**config.mk**
```make
export PLATFORM = sky130hd
export DESIGN_NAME = restoring_divider_8bit
export DESIGN_NICKNAME = d
export VERILOG_FILES = /design/src/rtl/div_pkg.sv /design/src/rtl/addsub_nbit.sv /design/src/rtl/restoring_divider_8bit.sv
export SDC_FILE = /design/constraint.sdc
export NUM_CORES = 1
export LEC_CHECK = 0
export CAP_MARGIN = 20
export CORE_MARGIN = 4
export CORE_UTILIZATION = 57
export DETAILED_ROUTE_END_ITERATION = 10
export PLACE_DENSITY = 0.95
export SYNTH_ARGS = -nofsm -noshare
export SYNTH_HDL_FRONTEND = slang
export SYNTH_SLANG_ARGS = --single-unit
```
**constraint.sdc**
```tcl
create_clock -name clk -period 7 [get_ports clk]
set_clock_uncertainty 0.15 [all_clocks]
set_input_delay 1.4 -clock clk [delete_from_list [all_inputs] [get_ports clk]]
set_output_delay 1.4 -clock clk [all_outputs]
set_load 0.02 [all_outputs]
```
**src/rtl/div_pkg.sv**
```systemverilog
// Shared types and constants for the restoring divider.
//   state_t   : divider control states
//   DIV_WIDTH : default operand width
//   CNT_W     : iteration counter width for DIV_WIDTH
package div_pkg;

    localparam int DIV_WIDTH = 8;
    localparam int CNT_W     = $clog2(DIV_WIDTH);

    typedef enum logic [1:0] {
        IDLE = 2'd0,
        RUN  = 2'd1,
        DONE = 2'd2
    } state_t;

endpackage

```
**src/rtl/addsub_nbit.sv**
```systemverilog
// WIDTH-bit ripple-carry adder/subtractor.
//   a, b  : operands
//   sub   : 1 -> a + ~b + 1 (a - b), 0 -> a + b
//   sum   : WIDTH-bit result
//   c_out : carry out of the top bit (1 = no borrow when subtracting)
module addsub_nbit #(
    parameter int WIDTH = 9
) (
    input  logic [WIDTH-1:0] a,
    input  logic [WIDTH-1:0] b,
    input  logic             sub,
    output logic [WIDTH-1:0] sum,
    output logic             c_out
);

    logic [WIDTH-1:0] b_eff;
    logic [WIDTH:0]   carry;

    assign b_eff    = b ^ {WIDTH{sub}};
    assign carry[0] = sub;

    for (genvar i = 0; i < WIDTH; i++) begin : g_bit
        assign sum[i]     = a[i] ^ b_eff[i] ^ carry[i];
        assign carry[i+1] = (a[i] & b_eff[i]) | (carry[i] & (a[i] ^ b_eff[i]));
    end

    assign c_out = carry[WIDTH];

endmodule

```
**src/rtl/restoring_divider_8bit.sv**
```systemverilog
// Multi-cycle unsigned restoring divider with start/busy/done handshake.
//   clk, rst            : clock, synchronous active-high reset
//   start               : request, accepted only while busy=0
//   dividend, divisor   : operands, captured on the accepting edge
//   busy                : division iterations in progress
//   done                : one-cycle completion pulse
//   quotient, remainder : results, held until the next completion
//   div_by_zero         : divisor was zero, held until the next completion
//
// state | meaning
// IDLE  | waiting for start (or finishing a divide-by-zero request)
// RUN   | one shift/trial-subtract iteration per cycle
// DONE  | completion cycle, start here is accepted back-to-back
module restoring_divider_8bit
    import div_pkg::*;
#(
    parameter int WIDTH = DIV_WIDTH
) (
    input  logic             clk,
    input  logic             rst,
    input  logic             start,
    input  logic [WIDTH-1:0] dividend,
    input  logic [WIDTH-1:0] divisor,
    output logic             busy,
    output logic             done,
    output logic [WIDTH-1:0] quotient,
    output logic [WIDTH-1:0] remainder,
    output logic             div_by_zero
);

    localparam int CW = (WIDTH == DIV_WIDTH) ? CNT_W : $clog2(WIDTH);

    state_t state, state_next;

    logic [WIDTH:0]   a_reg;
    logic [WIDTH-1:0] q_reg;
    logic [WIDTH-1:0] m_reg;
    logic [CW-1:0]    cnt;
    logic             dz_pend;

    logic             accept;
    logic             load;
    logic             last;
    logic [WIDTH:0]   a_shift;
    logic [WIDTH:0]   trial;
    logic             trial_neg;
    logic [WIDTH:0]   a_next;
    logic [WIDTH-1:0] q_next;
    logic             carry_unused;
    logic             a_msb_unused;

    // A's top bit is always zero between iterations (partial remainder < M),
    // so only the low bits feed the shift.
    assign a_msb_unused = a_reg[WIDTH];

    // A divide-by-zero request spends one cycle pending before DONE, so no new
    // request may be accepted during that cycle.
    assign accept = start && (state != RUN) && !dz_pend;
    assign load   = accept && (divisor != '0);
    assign last   = (state == RUN) && (cnt == CW'(WIDTH - 1));

    assign a_shift = {a_reg[WIDTH-1:0], q_reg[WIDTH-1]};

    addsub_nbit #(.WIDTH(WIDTH + 1)) u_addsub (
        .a     (a_shift),
        .b     ({1'b0, m_reg}),
        .sub   (1'b1),
        .sum   (trial),
        .c_out (carry_unused)
    );

    assign trial_neg = trial[WIDTH];
    assign a_next    = trial_neg ? a_shift : trial;
    assign q_next    = {q_reg[WIDTH-2:0], ~trial_neg};

    // State register
    always_ff @(posedge clk) begin
        if (rst) begin
            state <= IDLE;
        end else begin
            state <= state_next;
        end
    end

    // Next-state logic
    always_comb begin
        state_next = state;
        case (state)
            IDLE, DONE: begin
                if (load) begin
                    state_next = RUN;
                end else if (dz_pend) begin
                    state_next = DONE;
                end else begin
                    state_next = IDLE;
                end
            end
            RUN: begin
                state_next = last ? DONE : RUN;
            end
            default: state_next = IDLE;
        endcase
    end

    // Output decode
    always_comb begin
        busy = (state == RUN);
    end

    // Datapath, counter and result registers
    always_ff @(posedge clk) begin
        if (rst) begin
            a_reg       <= '0;
            q_reg       <= '0;
            m_reg       <= '0;
            cnt         <= '0;
            dz_pend     <= 1'b0;
            done        <= 1'b0;
            quotient    <= '0;
            remainder   <= '0;
            div_by_zero <= 1'b0;
        end else begin
            dz_pend <= accept && (divisor == '0);
            done    <= last || dz_pend;

            if (load) begin
                a_reg <= '0;
                q_reg <= dividend;
                m_reg <= divisor;
                cnt   <= '0;
            end else if (accept) begin
                // Divide by zero: park the dividend until the result is written.
                q_reg <= dividend;
            end else if (state == RUN) begin
                a_reg <= a_next;
                q_reg <= q_next;
                cnt   <= cnt + 1'b1;
            end

            if (last) begin
                quotient    <= q_next;
                remainder   <= a_next[WIDTH-1:0];
                div_by_zero <= 1'b0;
            end else if (dz_pend) begin
                quotient    <= '1;
                remainder   <= q_reg;
                div_by_zero <= 1'b1;
            end
        end
    end

endmodule
```
# [After elaboration in Yosys (flattened, before gate mapping)]
# Cells that the tools add are included.
[totals] regBits=48 latch_bits=0 ramBits=0 mem_bits_ro=0 out_inout_bits=19 n_memories=0
[op_classes] addsub=1 multipliers=0 div=0 magnitude_cmp=0 n_eq_ne=4 n_shift=0 muxes=12 bitwise=44 reduce_logical=16
[ops] cell="$mux 8" n=8
[ops] cell="$xor 1x1->1" n=17
[ops] cell="$and 1x1->1" n=15
[ops] cell="$not 8->9" n=1
[ops] cell="$logic_not 8->1" n=1
[ops] cell="$or 1x1->1" n=8
[ops] cell="$reduce_bool 8->1" n=1
[ops] cell="$mux 2" n=3
[ops] cell="$reduce_or 2->1" n=3
[ops] cell="$logic_and 1x1->1" n=5
[ops] cell="$pmux 2 s2" n=1
[ops] cell="$add 3x1->3 const B" n=1
[ops] cell="$eq 3x3->1 const B" n=1
[ops] cell="$not 1->1" n=3
[ops] cell="$reduce_bool 3->1" n=1
[ops] cell="$eq 2x1->1 const B" n=1
[ops] cell="$eq 2x2->1 const B" n=1
[ops] cell="$logic_not 2->1" n=1
[ops] cell="$ne 2x1->1 const B" n=1
[ops] cell="$reduce_and 2->1" n=1
[ops] cell="$reduce_bool 2->1" n=1
[ops] cell="$logic_not 1->1" n=1
[ops] cell="$logic_or 1x1->1" n=1

# [Longest topological paths before layout]
[depth] word_depth=22 depth_mapped=16 depth_no_buf=14

# [Cells and area by module]
# From an unflattened synthesis, not the netlist that was laid out.
[unflattened] hier_cells=276 hier_area_um2=2459.9
[modules_own_cells] module="restoring_divider_8bit" n_inst=1 cells_per_inst=243 area_per_inst_um2=2145.8 seq_area_each_um2=960.9
[modules_own_cells] module="addsub_nbit" n_inst=1 cells_per_inst=33 area_per_inst_um2=314.1 seq_area_each_um2=0.0

# [Worst setup path after synthesis]
# No wires, ideal clock.
[synth_path] path_kind="register to register" from="reg q_reg[7]" to="reg a_reg[2]" setup_time_ns=0.091 arrival_time_ns=4.042 t_required_ns=6.759 setup_slack_ns=2.717 path_stages_with_launch=16 path_buffers=1 period_less_slack_ns=4.283 path_cell_list="dfxtp_1 inv_1 ha_1 fa_1 fa_1 fa_1 fa_1 inv_1 fa_1 inv_1 fa_1 fa_1 xor2_1 buf_4 or3_1 a311oi_1"
[synth_via] elab_chain_len=18 word_cells_on_any_way=20 cone_classes="1 x mux; 19 x bitwise"
[synth_lines] item="from (decl)" line="restoring_divider_8bit.sv:36" source="logic [WIDTH-1:0] q_reg;"
[synth_lines] item="from (signal assigned)" line="restoring_divider_8bit.sv:128" source="q_reg <= dividend;"
[synth_lines] item="from (signal assigned)" line="restoring_divider_8bit.sv:133" source="q_reg <= dividend;"
[synth_lines] item="from (signal assigned)" line="restoring_divider_8bit.sv:136" source="q_reg <= q_next;"
[synth_lines] item="$and 1x1->1 or $xor 1x1->1 (tied branches)" line="addsub_nbit.sv:24" source="assign carry[i+1] = (a[i] & b_eff[i]) | (carry[i] & (a[i] ^ b_eff[i]));"
[synth_lines] item="$or 1x1->1 *" line="addsub_nbit.sv:24"
[synth_lines] item="$and 1x1->1 *" line="addsub_nbit.sv:24"
[synth_lines] item="$or 1x1->1 *" line="addsub_nbit.sv:24"
[synth_lines] item="$and 1x1->1" line="addsub_nbit.sv:24"
[synth_lines] item="$or 1x1->1" line="addsub_nbit.sv:24"
[synth_lines] item="$and 1x1->1" line="addsub_nbit.sv:24"
[synth_lines] item="$or 1x1->1" line="addsub_nbit.sv:24"
[synth_lines] item="[... 2 more ...]"
[synth_lines] item="$and 1x1->1" line="addsub_nbit.sv:24"
[synth_lines] item="$or 1x1->1" line="addsub_nbit.sv:24"
[synth_lines] item="$and 1x1->1" line="addsub_nbit.sv:24"
[synth_lines] item="$or 1x1->1" line="addsub_nbit.sv:24"
[synth_lines] item="$and 1x1->1" line="addsub_nbit.sv:24"
[synth_lines] item="$or 1x1->1" line="addsub_nbit.sv:24"
[synth_lines] item="$xor 1x1->1" line="addsub_nbit.sv:23" source="assign sum[i] = a[i] ^ b_eff[i] ^ carry[i];"
[synth_lines] item="$mux 8 *" line="restoring_divider_8bit.sv:73" source="assign a_next = trial_neg ? a_shift : trial;"
[synth_lines] item="to (signal assigned)" line="restoring_divider_8bit.sv:135" source="a_reg <= a_next;"
[synth_lines] item="to (decl)" line="restoring_divider_8bit.sv:35" source="logic [WIDTH:0] a_reg;"
# Mark *: on every way between the ends. The rest lies on a longest branch, timed or not.
# A chain may end at the register's enable or synchronous reset.

# [Final worst setup path]
[layout_path] from="reg q_reg[7]" to="reg a_reg[5]"
[layout_via] elab_chain_len=18 word_cells_on_any_way=20 cone_classes="1 x mux; 19 x bitwise"
[layout_lines] item="$and 1x1->1 or $xor 1x1->1 (tied branches)" line="addsub_nbit.sv:24"
[layout_lines] item="$or 1x1->1 *" line="addsub_nbit.sv:24"
[layout_lines] item="$and 1x1->1 *" line="addsub_nbit.sv:24"
[layout_lines] item="$or 1x1->1 *" line="addsub_nbit.sv:24"
[layout_lines] item="$and 1x1->1 *" line="addsub_nbit.sv:24"
[layout_lines] item="$or 1x1->1 *" line="addsub_nbit.sv:24"
[layout_lines] item="$and 1x1->1 *" line="addsub_nbit.sv:24"
[layout_lines] item="$or 1x1->1 *" line="addsub_nbit.sv:24"
[layout_lines] item="[... 2 more ...]"
[layout_lines] item="$and 1x1->1" line="addsub_nbit.sv:24"
[layout_lines] item="$or 1x1->1" line="addsub_nbit.sv:24"
[layout_lines] item="$and 1x1->1" line="addsub_nbit.sv:24"
[layout_lines] item="$or 1x1->1" line="addsub_nbit.sv:24"
[layout_lines] item="$and 1x1->1" line="addsub_nbit.sv:24"
[layout_lines] item="$or 1x1->1" line="addsub_nbit.sv:24"
[layout_lines] item="$xor 1x1->1" line="addsub_nbit.sv:23"
[layout_lines] item="$mux 8 *" line="restoring_divider_8bit.sv:73"
# Marks and branches as above.

==> results.txt <==
- The flow ran to the end, and the final reports show no timing, DRC or antenna violations.
- Leading cell type in the layout, fill and taps excluded: sky130_fd_sc_hd__dfxtp_1
- Number of distinct library cells after synthesis: 39
* Reg-to-Reg Start: q_reg[7]$_SDFFE_PP0P_
- From left edge to right edge, the die measures 73.2 um.
- For this run, the number of Yosys warnings is 0.
- Counting every sink on the clock net gives 48.
* End of the worst register-to-register path: a_reg[5]$_SDFFE_PP0P_
* Critical hold path startpoint: m_reg[7]$_SDFFE_PP0P_
* Most used cells in the layout excluding fill and tap cells: sky130_fd_sc_hd__dfxtp_1 (48), sky130_fd_sc_hd__clkdlybuf4s50_1 (36), sky130_fd_sc_hd__nor2_1 (20), sky130_fd_sc_hd__a211oi_1 (18)
- The detailed router finished its first iteration with 142 violations.
- WP data arrival: 4.86 ns
- The worst hold path passes through 2 cells.
- CTS placed an instance of sky130_fd_sc_hd__clkbuf_8 at the clock tree root.
- For this design the static power due to leakage is 1.04 nW.
- For this configuration, the core starts out at a cell density of 59.7%.
* Path depth of the worst reg2reg path: 14
- Pwr dens: 205 nW/um^2
- Row generation in the floorplan step produced 23 rows.
- Along the worst path, the maximum fanout reaches 9.
- In this run the tightest slew margin relative to its limit is 30.3%.
* Final-report setup violation count: 0
- Average wire length per cell after detail routing: 16.6 um
- Sequential cells were found to cover 39.6% of the synthesized design area.
- Cts hold-fix bufs: 0
- Synthesis produced a netlist with a net count of 288.
* Total congestion overflow: 0
- The first global-routing pass estimated 9070 um of wire.
- Number of cells upsized or downsized after cts: 0
- Kind of critical path: reg -> reg
- Unrepaired setup endpoints after global routing: no
- Entering global routing, the biggest net connects 57 pins.
- Clock-pin slew was measured on the worst setup and hold paths at 0.09 ns.
- In this run the register-to-register setup slack is 2.19 ns.
* Ys async rst share: 0%
- Fill cell instance count of the final layout: 305
- In the routed design, unresolved DRC markers number 0.
* Post-Syn Area per Cell: 9.36 um^2
* Placed wire-length estimate after detailed placement: 3740 um
* Clk_lat worst skew: 0.31 ns
* Yosys reg bits: 48
* Synth Cell Area: 2420 um^2
* Number of placed I/O pins: 38
- Setup TNS: 0 ns
- In this run the tool buffered the top-level ports with 37 buffer cells.
* Share of final-layout standard cells stronger than drive strength 1: 8.33%
- In this run the deepest clock path goes through 2 buffers.
* Worst hold path class: reg -> reg
- The number of pins with negative max-slew slack in the final report is 0.
- The clock tree synthesis step divided the H-tree into 2 levels.
* Number of maximum-capacitance constraint violations: 0
- For hold timing, the worst endpoint is m_reg[7]$_SDFFE_PP0P_.
- Max VDD drop: 0.164 mV
- Post-CTS timing repair inserted 0 buffers for setup.
* Total track usage: 22.2%
- Worst slack, placed: 1.92 ns
- Number of antenna violations at the first check in global routing: 0
* Final number of hold-violating endpoints: 0
- Total via count in the routed design: 2023
- Launching element type of the critical path: flip-flop
- From bottom edge to top edge, the die measures 73.2 um.
- Final WS setup: 2.19 ns
* Signed area change from the synthesized netlist to the final layout: 19.0%
- Number of global-route vias before repair: 1986
- STA classifies the critical path endpoint as a flip-flop.
* Placer congestion estimate: 0.797
- Period utilisation layout: 68.6%
- After detailed routing, the number of vias per cell comes to 5.99.
- Counting I/O delays and the setup requirement, the final critical path takes 4.81 ns.
- For this run, the detailed router's first-pass iteration total came to 5.
* Die Area: 5360 um^2
* Number of nets still failing antenna checks after routing: 0
* Final Net Count: 316
- Worst slew pin tran: 1.04 ns
- Clock buffer count from CTS: 5
* Cells after synthesis: 259
* Clock tree from TritonCTS: done
- In the synthesized netlist the dominant register cell turns out to be sky130_fd_sc_hd__dfxtp_1.
* WP data required: 7.06 ns
* Routed wire length: 5600 um
* Number of enable flip-flop cells after synthesis: 0
- The repair_antennas step left the layout with diodes totalling 0.
- Peak Freq: 208 MHz
- After floorplanning, the core was sized to cover 4060 um^2.
[report_power, final]
| part | internal (mW) | switching [mW] |
|---|---|---|
| logic | 0.0537 | 0.0734 |
| clock network | 0.0708 | 0.0983 |
| registers | 0.284 | 0.0119 |
[worst max path at each step]
stage	end	from	depth (start not counted)	slack (ns)
floorplan	a_reg[2]$_SDFFE_PP0P_	q_reg[7]$_SDFFE_PP0P_	15	2.72
global placement	remainder[6]$_SDFFE_PP0P_	q_reg[7]$_SDFFE_PP0P_	14	2.14
detailed placement	remainder[0]$_SDFFE_PP0P_	q_reg[7]$_SDFFE_PP0P_	14	1.92
CTS	remainder[0]$_SDFFE_PP0P_	q_reg[7]$_SDFFE_PP0P_	14	1.88
global route	a_reg[5]$_SDFFE_PP0P_	q_reg[7]$_SDFFE_PP0P_	14	2.02
finish	a_reg[5]$_SDFFE_PP0P_	q_reg[7]$_SDFFE_PP0P_	14	2.19
[synthesized netlist by cell type (all sizes together) (2+ instances only)]
cell type   n  share of area [%]
a2111oi     4                2.7
a211oi     18                5.6
a311oi     13                4.7
buf        15                3.6
clkbuf      5               0.77
dfxtp      48                 40
fa          7                5.8
ha          3                1.5
inv        18                2.8
mux2i      11                4.5
nand2      16                2.5
nand2b     17                4.4
nand3       6                1.2
nor2       20                3.1
nor2b       9                2.3
nor3       20                4.7
nor4        2                1.4
o32ai       8                2.9
or2b        2               0.62
or3         6                1.5
xnor2       2                1.0
[worst max-delay path: stages (launching register included)]
cell and delay (ns):
sky130_fd_sc_hd__dfxtp_1 0.41, sky130_fd_sc_hd__inv_1 0.07, sky130_fd_sc_hd__ha_1 0.20, sky130_fd_sc_hd__fa_1 0.39, sky130_fd_sc_hd__fa_1 0.40, sky130_fd_sc_hd__fa_1 0.39
sky130_fd_sc_hd__fa_1 0.37, sky130_fd_sc_hd__inv_1 0.07, sky130_fd_sc_hd__fa_1 0.19, sky130_fd_sc_hd__inv_1 0.06, sky130_fd_sc_hd__fa_1 0.39, sky130_fd_sc_hd__fa_1 0.51
sky130_fd_sc_hd__xnor2_2 0.46, sky130_fd_sc_hd__mux2i_1 0.24, sky130_fd_sc_hd__a2111oi_2 0.39
[kinds of logic (layout without fill, tap and decap cells)]
logic type               Yosys count  in the layout  synth area share (%)
AO/OA/AOI/OAI                     47             47                  17.0
XOR/XNOR                           3              3                  1.39
buffers and inverters             39             68                  7.33
multiplexers                      11             11                  4.54
adder cells (fa/ha/maj)           10             10                  7.33
flip-flops                        48             48                  39.6
AND/OR/NAND/NOR                  101            101                  22.8
[final cells by class]
| cell class | instances | area, um^2 | area share, % |
|---|---|---|---|
| tap | 50 | 62.6 | 2.17 |
| timing repair buffer | 41 | 410 | 14.2 |
| clock buffer | 5 | 68.8 | 2.39 |
| clock inverter | 3 | 23.8 | 0.824 |
| inverter | 19 | 72.6 | 2.52 |
| multi-input combinational | 172 | 1280 | 44.6 |
| sequential | 48 | 961 | 33.3 |
[stage by stage]
| step | total power [mW] | hold WS, ns | utilization, % | instances | area, um^2 |
|---|---|---|---|---|---|
| final | 0.592 | 0.360 | 71.1 | 338 | 2880 |
| after global routing | 0.622 | 0.392 | 71.1 | 338 | 2880 |
| after CTS | 0.589 | 0.362 | 70.2 | 335 | 2850 |
| after detailed placement | 0.421 | 0.345 | 67.9 | 327 | 2750 |
| after floorplan | 0.392 | 0.308 | - | 259 | 2420 |
| after global placement | 0.415 | 0.328 | 67.9 | 327 | 2750 |
[per-layer routing]
metal / track usage [%] / wire, um / up-vias
met1: 25.8 / 2220 / 987
li1: - / - / 982
met5: 0 / 0 / -
met4: 12.1 / 127 / 0
met2: 37.0 / 2990 / 45
met3: 5.92 / 257 / 9
No activity file was read; power rests on OpenSTA's default activity.
